`config.mk`:
```
export PLATFORM = sky130hd
export DESIGN_NAME = edge_generator
export DESIGN_NICKNAME = d
export VERILOG_FILES = /design/src/rtl/edge_gen_pkg.sv /design/src/rtl/edge_generator_phase_counter.sv /design/src/rtl/edge_generator.sv
export SDC_FILE = /design/constraint.sdc
export NUM_CORES = 1
export LEC_CHECK = 0
export CAP_MARGIN = 10
export CORE_ASPECT_RATIO = 0.6
export CORE_MARGIN = 4
export CORE_UTILIZATION = 50
export DETAILED_ROUTE_END_ITERATION = 10
export MAX_ROUTING_LAYER = met4
export PLACE_DENSITY = 0.76
export SYNTH_ARGS = -nofsm -noshare
export SYNTH_HDL_FRONTEND = slang
export SYNTH_SLANG_ARGS = --single-unit
export TNS_END_PERCENT = 10
```
`constraint.sdc`:
```
create_clock -name clk -period 4.96 [get_ports clk]
set_clock_uncertainty 0.15 [all_clocks]
set_input_delay 1.24 -clock clk [delete_from_list [all_inputs] [get_ports clk]]
set_output_delay 1.24 -clock clk [all_outputs]
set_load 0.05 [all_outputs]
```
`src/rtl/edge_gen_pkg.sv`:
```
// Shared definitions for the edge generator: state encoding and default widths.
package edge_gen_pkg;

  localparam int DEFAULT_CNT_W = 16;
  localparam int DEFAULT_NUM_W = 8;

  typedef enum logic [1:0] {
    IDLE = 2'd0,
    HIGH = 2'd1,
    LOW  = 2'd2
  } state_e;

  // Length-minus-one reload value for a phase; zero-length phases collapse to one cycle.
  function automatic logic [63:0] phase_reload(input logic [63:0] len);
    return (len == 64'd0) ? 64'd0 : len - 64'd1;
  endfunction

endpackage

```
`src/rtl/edge_generator_phase_counter.sv`:
```
// Phase down-counter: loads a cycle count, decrements to zero and saturates there.
module phase_counter #(
  parameter int W = 16
) (
  input  logic         clk,
  input  logic         reset,
  input  logic         load,
  input  logic [W-1:0] load_val,
  input  logic         dec,
  output logic         zero
);

  logic [W-1:0] count_q, count_d;

  // Next count: load wins over decrement, and the count never wraps below zero.
  always_comb begin
    count_d = count_q;
    if (load) begin
      count_d = load_val;
    end else if (dec && (count_q != '0)) begin
      count_d = count_q - 1'b1;
    end
  end

  // Count register with synchronous clear.
  always_ff @(posedge clk) begin
    if (reset) begin
      count_q <= '0;
    end else begin
      count_q <= count_d;
    end
  end

  assign zero = (count_q == '0);

endmodule

```
`src/rtl/edge_generator.sv`:
```
// Pulse-train generator with registered waveform, edge strobes, busy and done.
// Optional feature: define EDGE_GENERATOR_ABORT_EN to add the abort input.
module edge_generator
  import edge_gen_pkg::*;
#(
  parameter int CNT_W = DEFAULT_CNT_W,
  parameter int NUM_W = DEFAULT_NUM_W
) (
  input  logic             clk,
  input  logic             reset,
  input  logic             start,
`ifdef EDGE_GENERATOR_ABORT_EN
  input  logic             abort,
`endif
  input  logic [CNT_W-1:0] highCycles,
  input  logic [CNT_W-1:0] lowCycles,
  input  logic [NUM_W-1:0] pulseCount,
  output logic             signalOut,
  output logic             risingEdge,
  output logic             fallingEdge,
  output logic             busy,
  output logic             done
);

  state_e           state_q, state_d;
  logic             signal_q, signal_d;
  logic             rising_q, rising_d;
  logic             falling_q, falling_d;
  logic             busy_q, busy_d;
  logic             done_q, done_d;
  logic [CNT_W-1:0] high_len_q, high_len_d;
  logic [CNT_W-1:0] low_len_q, low_len_d;
  logic [NUM_W-1:0] remaining_q, remaining_d;

  logic             cnt_load;
  logic             cnt_dec;
  logic [CNT_W-1:0] cnt_val;
  logic             cnt_zero;
  logic [CNT_W-1:0] high_reload;
  logic [CNT_W-1:0] low_reload;

  // The phase counter holds "cycles left minus one" so an all-ones length still fits.
  assign high_reload = CNT_W'(phase_reload(64'(high_len_q)));
  assign low_reload  = CNT_W'(phase_reload(64'(low_len_q)));

  phase_counter #(
    .W(CNT_W)
  ) u_phase_counter (
    .clk      (clk),
    .reset    (reset),
    .load     (cnt_load),
    .load_val (cnt_val),
    .dec      (cnt_dec),
    .zero     (cnt_zero)
  );

  // Next-state and next-output decode; edge strobes are derived from phase changes.
  always_comb begin
    state_d     = state_q;
    signal_d    = signal_q;
    rising_d    = 1'b0;
    falling_d   = 1'b0;
    busy_d      = busy_q;
    done_d      = 1'b0;
    high_len_d  = high_len_q;
    low_len_d   = low_len_q;
    remaining_d = remaining_q;
    cnt_load    = 1'b0;
    cnt_dec     = 1'b0;
    cnt_val     = '0;

    case (state_q)
      IDLE: begin
        if (start) begin
          high_len_d  = highCycles;
          low_len_d   = lowCycles;
          remaining_d = pulseCount;
          if ((pulseCount == '0) || (highCycles == '0)) begin
            done_d = 1'b1;
          end else begin
            state_d  = HIGH;
            signal_d = 1'b1;
            rising_d = 1'b1;
            busy_d   = 1'b1;
            cnt_load = 1'b1;
            cnt_val  = highCycles - 1'b1;
          end
        end
      end
      HIGH: begin
        if (cnt_zero) begin
          state_d   = LOW;
          signal_d  = 1'b0;
          falling_d = 1'b1;
          cnt_load  = 1'b1;
          cnt_val   = low_reload;
        end else begin
          cnt_dec = 1'b1;
        end
      end
      LOW: begin
        if (cnt_zero) begin
          if (remaining_q <= NUM_W'(1)) begin
            state_d     = IDLE;
            busy_d      = 1'b0;
            done_d      = 1'b1;
            remaining_d = '0;
          end else begin
            state_d     = HIGH;
            signal_d    = 1'b1;
            rising_d    = 1'b1;
            remaining_d = remaining_q - 1'b1;
            cnt_load    = 1'b1;
            cnt_val     = high_reload;
          end
        end else begin
          cnt_dec = 1'b1;
        end
      end
      default: begin
        state_d  = IDLE;
        signal_d = 1'b0;
        busy_d   = 1'b0;
      end
    endcase

`ifdef EDGE_GENERATOR_ABORT_EN
    // Abort drops the waveform at once and still reports completion.
    if (abort && (state_q != IDLE)) begin
      state_d     = IDLE;
      signal_d    = 1'b0;
      rising_d    = 1'b0;
      falling_d   = signal_q;
      busy_d      = 1'b0;
      done_d      = 1'b1;
      remaining_d = '0;
      cnt_load    = 1'b0;
      cnt_dec     = 1'b0;
    end
`endif
  end

  // State and registered outputs, all cleared synchronously by reset.
  always_ff @(posedge clk) begin
    if (reset) begin
      state_q     <= IDLE;
      signal_q    <= 1'b0;
      rising_q    <= 1'b0;
      falling_q   <= 1'b0;
      busy_q      <= 1'b0;
      done_q      <= 1'b0;
      high_len_q  <= '0;
      low_len_q   <= '0;
      remaining_q <= '0;
    end else begin
      state_q     <= state_d;
      signal_q    <= signal_d;
      rising_q    <= rising_d;
      falling_q   <= falling_d;
      busy_q      <= busy_d;
      done_q      <= done_d;
      high_len_q  <= high_len_d;
      low_len_q   <= low_len_d;
      remaining_q <= remaining_d;
    end
  end

  assign signalOut   = signal_q;
  assign risingEdge  = rising_q;
  assign fallingEdge = falling_q;
  assign busy        = busy_q;
  assign done        = done_q;

endmodule

```
==> results of run 1 <==
==> through the flow <==
stage	power, uW	std cells	utilization [%]	instance area (sq um)	setup slack (ns)
global route	1830	706	63.0	5040	1.02
finish	1760	706	63.0	5040	1.11
global placement	1050	690	58.8	4710	0.942
floorplan	907	559	-	4190	1.70
CTS	1750	706	63.0	5040	1.19
detailed placement	1050	690	58.8	4710	0.862
==> path summary, 6_finish.rpt <==
kind,startpoint,to,slack (ns),depth (start not counted)
worst min register to register,high_len_q[8]$_SDFFE_PP0P_,high_len_q[8]$_SDFFE_PP0P_,0.33,2
worst max register to register,remaining_q[0]$_SDFFE_PP0P_,u_phase_counter.count_q[9]$_SDFFE_PP0P_,1.71,10
worst min-delay path,high_len_q[8]$_SDFFE_PP0P_,high_len_q[8]$_SDFFE_PP0P_,0.33,2
worst max-delay path,highCycles[0],u_phase_counter.count_q[15]$_SDFFE_PP0P_,1.11,10
==> cell usage after synthesis (13+ instances only) <==
master / n
xor2_1: 17
xnor2_1: 31
a21oi_1: 56
dfxtp_1: 63
o21ai_0: 15
ha_1: 13
nand2_1: 95
clkbuf_1: 22
a211oi_1: 16
inv_1: 21
nor4_1: 16
nor2_1: 48
nor3_1: 23
==> worst register-to-register path, delay by kind of cell, from the launching register on <==
kind            cells  cell delay, ns
compound gates      5            1.49
buf+inv             3            0.56
flops               1            0.39
fa+ha+maj           1            0.27
simple gates        1            0.24
==> metal layers <==
metal  GRT usage (%)  up-vias  wire length (um)
met5               -        -                 0
met2            34.5      239              4930
met1            40.5     2019              6510
li1                -     2073                 -
met3            6.79       13              1320
met4            7.07        0               146
==> cells by family after synthesis <==
group / Yosys count / share of synthesized area [%]
mux: 4 / 0.956
fa+ha+maj: 13 / 3.88
xor+xnor: 48 / 10.0
flops: 63 / 30.1
buf+inv: 51 / 4.81
simple gates: 241 / 28.6
compound gates: 139 / 21.6
==> state kept, by name, summed over array words and instances (netlist names) <==
register,count
fallingEdge,1
state_q,2
low_len_q,16
busy,1
signalOut,1
remaining_q,8
risingEdge,1
high_len_q,16
u_phase_counter.count_q,16
done,1
==> final cells by class <==
class	count	area (sq um)	area share, %
Tap cell	108	135	2.68
Timing Repair Buffer	52	503	9.98
Clock inverter	5	80.1	1.59
Inverter	22	82.6	1.64
Clock buffer	11	253	5.01
Multi-Input combinational cell	445	2730	54.1
Sequential cell	63	1260	25.0
==> power by group <==
part           internal, uW  switching [uW]
registers               551            55.3
clock network           466             235
logic                   184             269
==> impl_metrics.toml, run 1 <==
[sta]
period_share_pct = 77.7
final.setup.tns_ns = 0
fmax_ghz = 0.260
hold_ws_ns = 0.332
setup_violations = 0
slew_viol_final = 0
slew_headroom_pct = 24.5
tightest_slew_ns = 1.13
rsz0062_at_grt = "no"
hold_violations = 0
period_needed_ns = 3.85

[worst_setup_path]
cp_slowest_cell = "clkdlybuf4s50_1"
cp_num_buf_inv = 3
crit_type = "primary input to register"
cp_slowest_stage_delay_ns = 0.56
crit_path_cell_trace = "clkdlybuf4s50_1, inv_1, ha_1, nor4b_1, nand4_1, and2_1, o21ai_1, buf_4, o21ai_0, a221oi_2"
path_max_fanout = 17
cp.required_ns = 5.05
cp_top_family = "buffers and inverters"
arrival_ns = 3.94
critPathLaunchType = "primary input"
setup.worst_path.end_class = "register"

[worst_hold_path]
hp-class = "register to register"

[run]
maxCapViolCount = 0

[layout]
layout-drive-gt1-share_pct = 5.85
diodes = 0
final_common_cell = "nand2_1"
final_nets = 649
syn_to_final_growth_pct = 20.3
n_fill_cell = 738
layout_common_cells = "95 x nand2_1, 63 x dfxtp_1, 56 x a21oi_1"

[yosys]
syn-cell-area_sq_um = 4190
synth_area_leaders = "dfxtp_1 30%, nand2_1 8.5%, a21oi_1 6.7%, xnor2_1 6.5%, nor2_1 4.3%"
synth_top_area_cell = "dfxtp_1"
synthFlopType = "dfxtp_1"
netlist.area_leader.share_pct = 30.1
yosysSeqAreaShare_pct = 30.1
synthCells = 559
synth.distinct_cells = 61
synth_edf_count = 0
yosys_register_bits = 63
ys_warn_count = 0
synth_nets = 615
ys_async_sr_fraction_pct = 0
syn_avg_cell_area_sq_um = 7.50

[route]
via_per_inst = 6.15
vias = 4344
final_antenna_net_count = 0
drtIter0Drc = 460
drt_wl_total_um = 12900
drtPass1Iterations = 5
avgRoutedWirePerCell_um = 18.3
drc_errors = 0

[global_routing]
grt_max_degree = 43
grt_usage_pct = 26.8
grt_pass1_wl_um = 20500
overflow = 0
antenna_found_initial = 0
first_global_vias = 3930

[clock_network]
ctsHoldBuffers = 0
clock-sinks = 63
cts.path.max_buffers = 2
cts.clk_slew.worst_paths_ns = 0.05
cts_tree = "done"
cts_resized = 0
ctsHtreeMaxLevel = 3
root_buffer = "clkbuf_16"
clock_latency_ns = 0.33
postCtsSetupRepairBufs = 0
cts_buffers = 9

[floorplan]
core_area_sq_um = 8010
die-height_um = 78.9
die_width_um = 126
pin_count = 48
die_area_sq_um = 9960
rows = 25
start_util_pct = 52.3

[place]
hpwl_um = 9880
globalplace.congestion = 1.02
portBuffers = 47

[power_and_ir_drop]
leakagePower_uw = 0.00182
powerDensity_nw_per_um2 = 349
irDropWorstVdd_v = 0.000200

[outcome]
status = "finished, final reports clean"
No activity file was read; power rests on OpenSTA's default activity.
==> run 2, diff against run 1 <==
PLACE_DENSITY = 0.79   (was 0.76)
clock period = 3.26 ns   (was 4.96 ns; I/O delays follow)
==> run 2 against run 1 <==
Compared with the run above:
- clock power grew 35%
- critical endpoint is now u_phase_counter.count_q[8]$_SDFFE_PP0P_
- highest routed layer unchanged
- die area is the same
- sequential power grew 52%
- flip-flop and latch count is the same
- global-route usage grew 0.78 points
==> impl_metrics.toml, run 2 (synthesized netlist as in run 1, its figures left out) <==
[layout]
layout_common_cells = "95 x nand2_1, 63 x dfxtp_1, 56 x a21oi_1"
top_regs = "high_len_q: 16 flops, low_len_q: 16 flops, u_phase_counter.count_q: 16 flops"
final_common_cell = "nand2_1"
final_nets = 691
syn_to_final_growth_pct = 27.8
diodes = 0
fin_util_pct = 66.9
layout-drive-gt1-share_pct = 11.7

[power_and_ir_drop]
leakagePower_uw = 0.00201
powerDensity_nw_per_um2 = 488
irDropWorstVdd_v = 0.000279

[place]
hpwl_um = 10300
globalplace.congestion = 0.974
portBuffers = 47

[route]
vias = 4488
drt_wl_total_um = 13300
avgRoutedWirePerCell_um = 17.8
drtPass1Iterations = 7
final_antenna_net_count = 0
via_per_inst = 6.00
drc_errors = 0
drtIter0Drc = 483

[worst_setup_path]
cp_slowest_stage_delay_ns = 0.44
cp_top_family = "buffers and inverters"
crit_path_cell_trace = "clkdlybuf4s50_1, inv_1, buf_4, ha_1, nor3b_1, buf_4, buf_4, nand3b_1, xor2_1, mux2i_1, nor3_1, buf_4, a211oi_1"
cp_slowest_cell = "clkdlybuf4s50_1"
setup.worst_path.end_class = "register"
cp.required_ns = 3.29
path_max_fanout = 3
worst_path_most_repeated_cell = "buf_4"
cp_num_buf_inv = 6
arrival_ns = 3.05
critPathLaunchType = "primary input"
crit_type = "primary input to register"

[clock_network]
cts_buffers = 9
ctsHtreeMaxLevel = 3
cts.clk_slew.worst_paths_ns = 0.05
postCtsSetupRepairBufs = 0
root_buffer = "clkbuf_16"
cts_tree = "done"
clock-sinks = 63
clock_latency_ns = 0.33
cts.path.max_buffers = 2
cts_resized = 0
ctsHoldBuffers = 0

[worst_hold_path]
hp-class = "register to register"

[global_routing]
grt_max_degree = 38
antenna_found_initial = 0
first_global_vias = 4067
overflow = 0
grt_pass1_wl_um = 21100
grt_usage_pct = 27.5

[floorplan]
die_area_sq_um = 9960
rows = 25
die-height_um = 78.9
die_width_um = 126
pin_count = 48
start_util_pct = 52.3
core_area_sq_um = 8010

[sta]
setup_violations = 0
tightest_slew_ns = 0.786
fmax_ghz = 0.331
hold_violations = 0
slew_viol_final = 0
period_needed_ns = 3.02
slew_headroom_pct = 47.5
period_share_pct = 92.7
rsz0062_at_grt = "no"
final.setup.tns_ns = 0
hold_ws_ns = 0.325

[run]
maxCapViolCount = 0

[outcome]
status = "finished, final reports clean"
run 2: cell types whose count changed in the layout (fill, tap and decap cells not counted):
cell	delta
clkbuf_1	+2
clkbuf_8	-2
buf_12	+3
clkinv_4	+1
bufinv_16	-1
buf_4	+39
run 2: worst paths after layout:
kind	start	end	cells after the start	slack, ns
worst max-delay path	highCycles[0]	u_phase_counter.count_q[8]$_SDFFE_PP0P_	13	0.24
worst min-delay path	high_len_q[8]$_SDFFE_PP0P_	high_len_q[8]$_SDFFE_PP0P_	2	0.32
worst max register to register	u_phase_counter.count_q[0]$_SDFFE_PP0P_	u_phase_counter.count_q[3]$_SDFFE_PP0P_	9	0.32
worst min register to register	high_len_q[8]$_SDFFE_PP0P_	high_len_q[8]$_SDFFE_PP0P_	2	0.32
run 2: layout make-up:
type	instances	area, sq um
Timing Repair Buffer	94	856
Fill cell	714	2650
Multi-Input combinational cell	445	2730
Tap cell	108	135
Clock buffer	11	233
Sequential cell	63	1260
Clock inverter	5	58.8
Inverter	22	82.6
run 2: power breakdown:
part	switching [uW]	internal, uW	leakage (uW)
Clock	354	591	0.000136
Combinational	424	321	0.00136
Sequential	83.6	838	0.000519
run 2: worst min-delay path, cell delays in order (launching register included):
cell and delay (ns):
dfxtp_1 0.31, nand2_1 0.06, a21oi_1 0.05
run 2: routing by layer:
layer | GRT usage, % | wire [um]
met1 | 39.9 | 6300
met4 | 5.78 | 115
met3 | 8.47 | 1460
met5 | - | 0
met2 | 37.4 | 5430
run 2: stage by stage:
step / cells / setup WS [ns] / cell area (sq um) / power [uW]
2_1_floorplan: 559 / 0.422 / 4190 / 1380
3_3_place_gp: 732 / 0.0156 / 5060 / 1640
3_5_place_dp: 732 / -0.0633 / 5060 / 1650
4_1_cts: 748 / 0.274 / 5350 / 2600
5_1_grt: 748 / 0.0847 / 5350 / 2730
6_report: 748 / 0.237 / 5350 / 2610
==> run 3, diff against run 2 <==
CAP_MARGIN = 30   (was 10)
CORE_MARGIN = unset   (was 4)
==> run 3 against run 2 <==
Compared with the run above:
- clock-buffer cell count grew 1
- wire length decreased by 1.7%
- final area decreased by 1.8%
- global-route usage is 4.8 points higher
- critical endpoint unchanged
- fmax is 2.1% higher
- power grew 1.1%
- utilization is 1.2 points lower
- critical path depth fell by 2
- critical path type unchanged
- first-iteration DRC count decreased by 7.7%
- via count hardly changed
==> impl_metrics.toml, run 3 (synthesized netlist as in run 1, its figures left out) <==
[outcome]
status = "finished, final reports clean"

[global_routing]
first_global_vias = 4004
grt_max_degree = 40
overflow = 0
antenna_found_initial = 0
grt_pass1_wl_um = 20800
grt_usage_pct = 32.4

[run]
maxCapViolCount = 0

[worst_hold_path]
worstHoldStart = "high_len_q[8]$_SDFFE_PP0P_"
whs_path_depth = 2
hp-class = "register to register"

[layout]
final_nets = 677
syn_to_final_growth_pct = 25.4
final_common_cell = "nand2_1"
top_regs = "high_len_q: 16 flops, low_len_q: 16 flops, u_phase_counter.count_q: 16 flops"
layout-drive-gt1-share_pct = 9.90
n_fill_cell = 707
diodes = 0
layout_common_cells = "95 x nand2_1, 63 x dfxtp_1, 56 x a21oi_1"

[clock_network]
cts_tree = "done"
cts.clk_slew.worst_paths_ns = 0.05
root_buffer = "clkbuf_16"
ctsHtreeMaxLevel = 3
cts_resized = 0
clock-sinks = 63
postCtsSetupRepairBufs = 0
clock_latency_ns = 0.34
cts.path.max_buffers = 2
cts_buffers = 9
ctsHoldBuffers = 0

[power_and_ir_drop]
comb_power_share_pct = 27.5
switching_share_pct = 32.6
irDropWorstVdd_v = 0.000298
p_int_uw = 1780
clkPwrFrac_pct = 37.6
share_seq_of_total_power_pct = 34.9
leakagePower_uw = 0.00195
p_switching_uw = 860
powerDensity_nw_per_um2 = 502

[sta]
final.setup.tns_ns = 0
slew_viol_final = 0
rsz0062_at_grt = "no"
setup_violations = 0
fin_ws_ns = 0.300
hold_violations = 0
period_share_pct = 90.8
period_needed_ns = 2.96
tightest_slew_ns = 0.804
slew_headroom_pct = 46.4
fmax_ghz = 0.338

[route]
avgRoutedWirePerCell_um = 17.8
final_antenna_net_count = 0
vias = 4486
drtIter0Drc = 446
drc_errors = 0
drtPass1Iterations = 5
via_per_inst = 6.11
drt_wl_total_um = 13100

[floorplan]
die_width_um = 120
start_util_pct = 52.3
rows = 25
pin_count = 48
die_area_sq_um = 8760
core_area_sq_um = 8010
die-height_um = 72.9

[worst_setup_path]
rr_worst_depth = 8
setup.worst_path.start = "highCycles[0]"
crit_type = "primary input to register"
worstReg2RegStart = "u_phase_counter.count_q[8]$_SDFFE_PP0P_"
arrival_ns = 2.99
setup.worst_path.end_class = "register"
cp.required_ns = 3.29
critPathLaunchType = "primary input"
path_max_fanout = 3

[place]
hpwl_um = 10100
place_ws_ns = 0.0175
globalplace.congestion = 0.978
portBuffers = 47
-- run 3: cell count changes in the layout (fill, tap and decap cells not counted), sizes merged --
cell	previous run	this run
buf	48	34
clkbuf	11	12
clkinv	2	1
-- run 3: final cells by class --
| class | count | area (sq um) | share of cell area, % |
|---|---|---|---|
| Tap cell | 108 | 135 | 2.57 |
| Multi-Input combinational cell | 445 | 2730 | 51.9 |
| Sequential cell | 63 | 1260 | 24.0 |
| Timing Repair Buffer | 80 | 738 | 14.0 |
| Clock buffer | 12 | 256 | 4.88 |
| Clock inverter | 4 | 53.8 | 1.02 |
| Inverter | 22 | 82.6 | 1.57 |
-- run 3: metal layers --
| metal | part of all wire [%] | routed length [um] | up-vias | GRT usage [%] |
|---|---|---|---|---|
| li1 | - | - | 2130 | - |
| met1 | 48 | 6220 | 2108 | 46.0 |
| met2 | 40 | 5250 | 231 | 43.6 |
| met3 | 11 | 1440 | 17 | 9.45 |
| met4 | 1.2 | 163 | 0 | 9.44 |
| met5 | 0 | 0 | - | - |
-- run 3: power by group through the flow --
stage,registers [uW],logic (uW),clock network [uW]
after floorplan,924,457,0
after global placement,930,685,0
after detailed placement,935,701,0
after CTS,919,708,1000
after global routing,931,784,1030
final,923,725,992
-- run 3: worst paths after layout --
check | slack (ns) | end
max | 0.30 | u_phase_counter.count_q[8]$_SDFFE_PP0P_
max reg2reg | 0.38 | u_phase_counter.count_q[5]$_SDFFE_PP0P_
min reg2reg | 0.33 | high_len_q[8]$_SDFFE_PP0P_
min | 0.33 | high_len_q[8]$_SDFFE_PP0P_
-- run 3: through the flow --
| stage | utilization (%) | instances | cell area, sq um | power (uW) | hold slack (ns) |
|---|---|---|---|---|---|
| finish | 65.6 | 734 | 5260 | 2640 | 0.332 |
| global route | 65.6 | 734 | 5260 | 2750 | 0.365 |
| CTS | 65.6 | 734 | 5260 | 2630 | 0.330 |
| detailed placement | 61.8 | 718 | 4940 | 1640 | 0.323 |
| global placement | 61.8 | 718 | 4940 | 1610 | 0.314 |
| floorplan | - | 559 | 4190 | 1380 | 0.294 |
-- run 3: critical path: stages --
cell	delay [ns]
clkdlybuf4s50_1	0.43
inv_1	0.09
ha_1	0.17
nor3b_1	0.42
buf_4	0.21
nand3b_1	0.09
xor2_1	0.19
mux2i_1	0.10
nor3_1	0.26
buf_4	0.17
a211oi_1	0.04
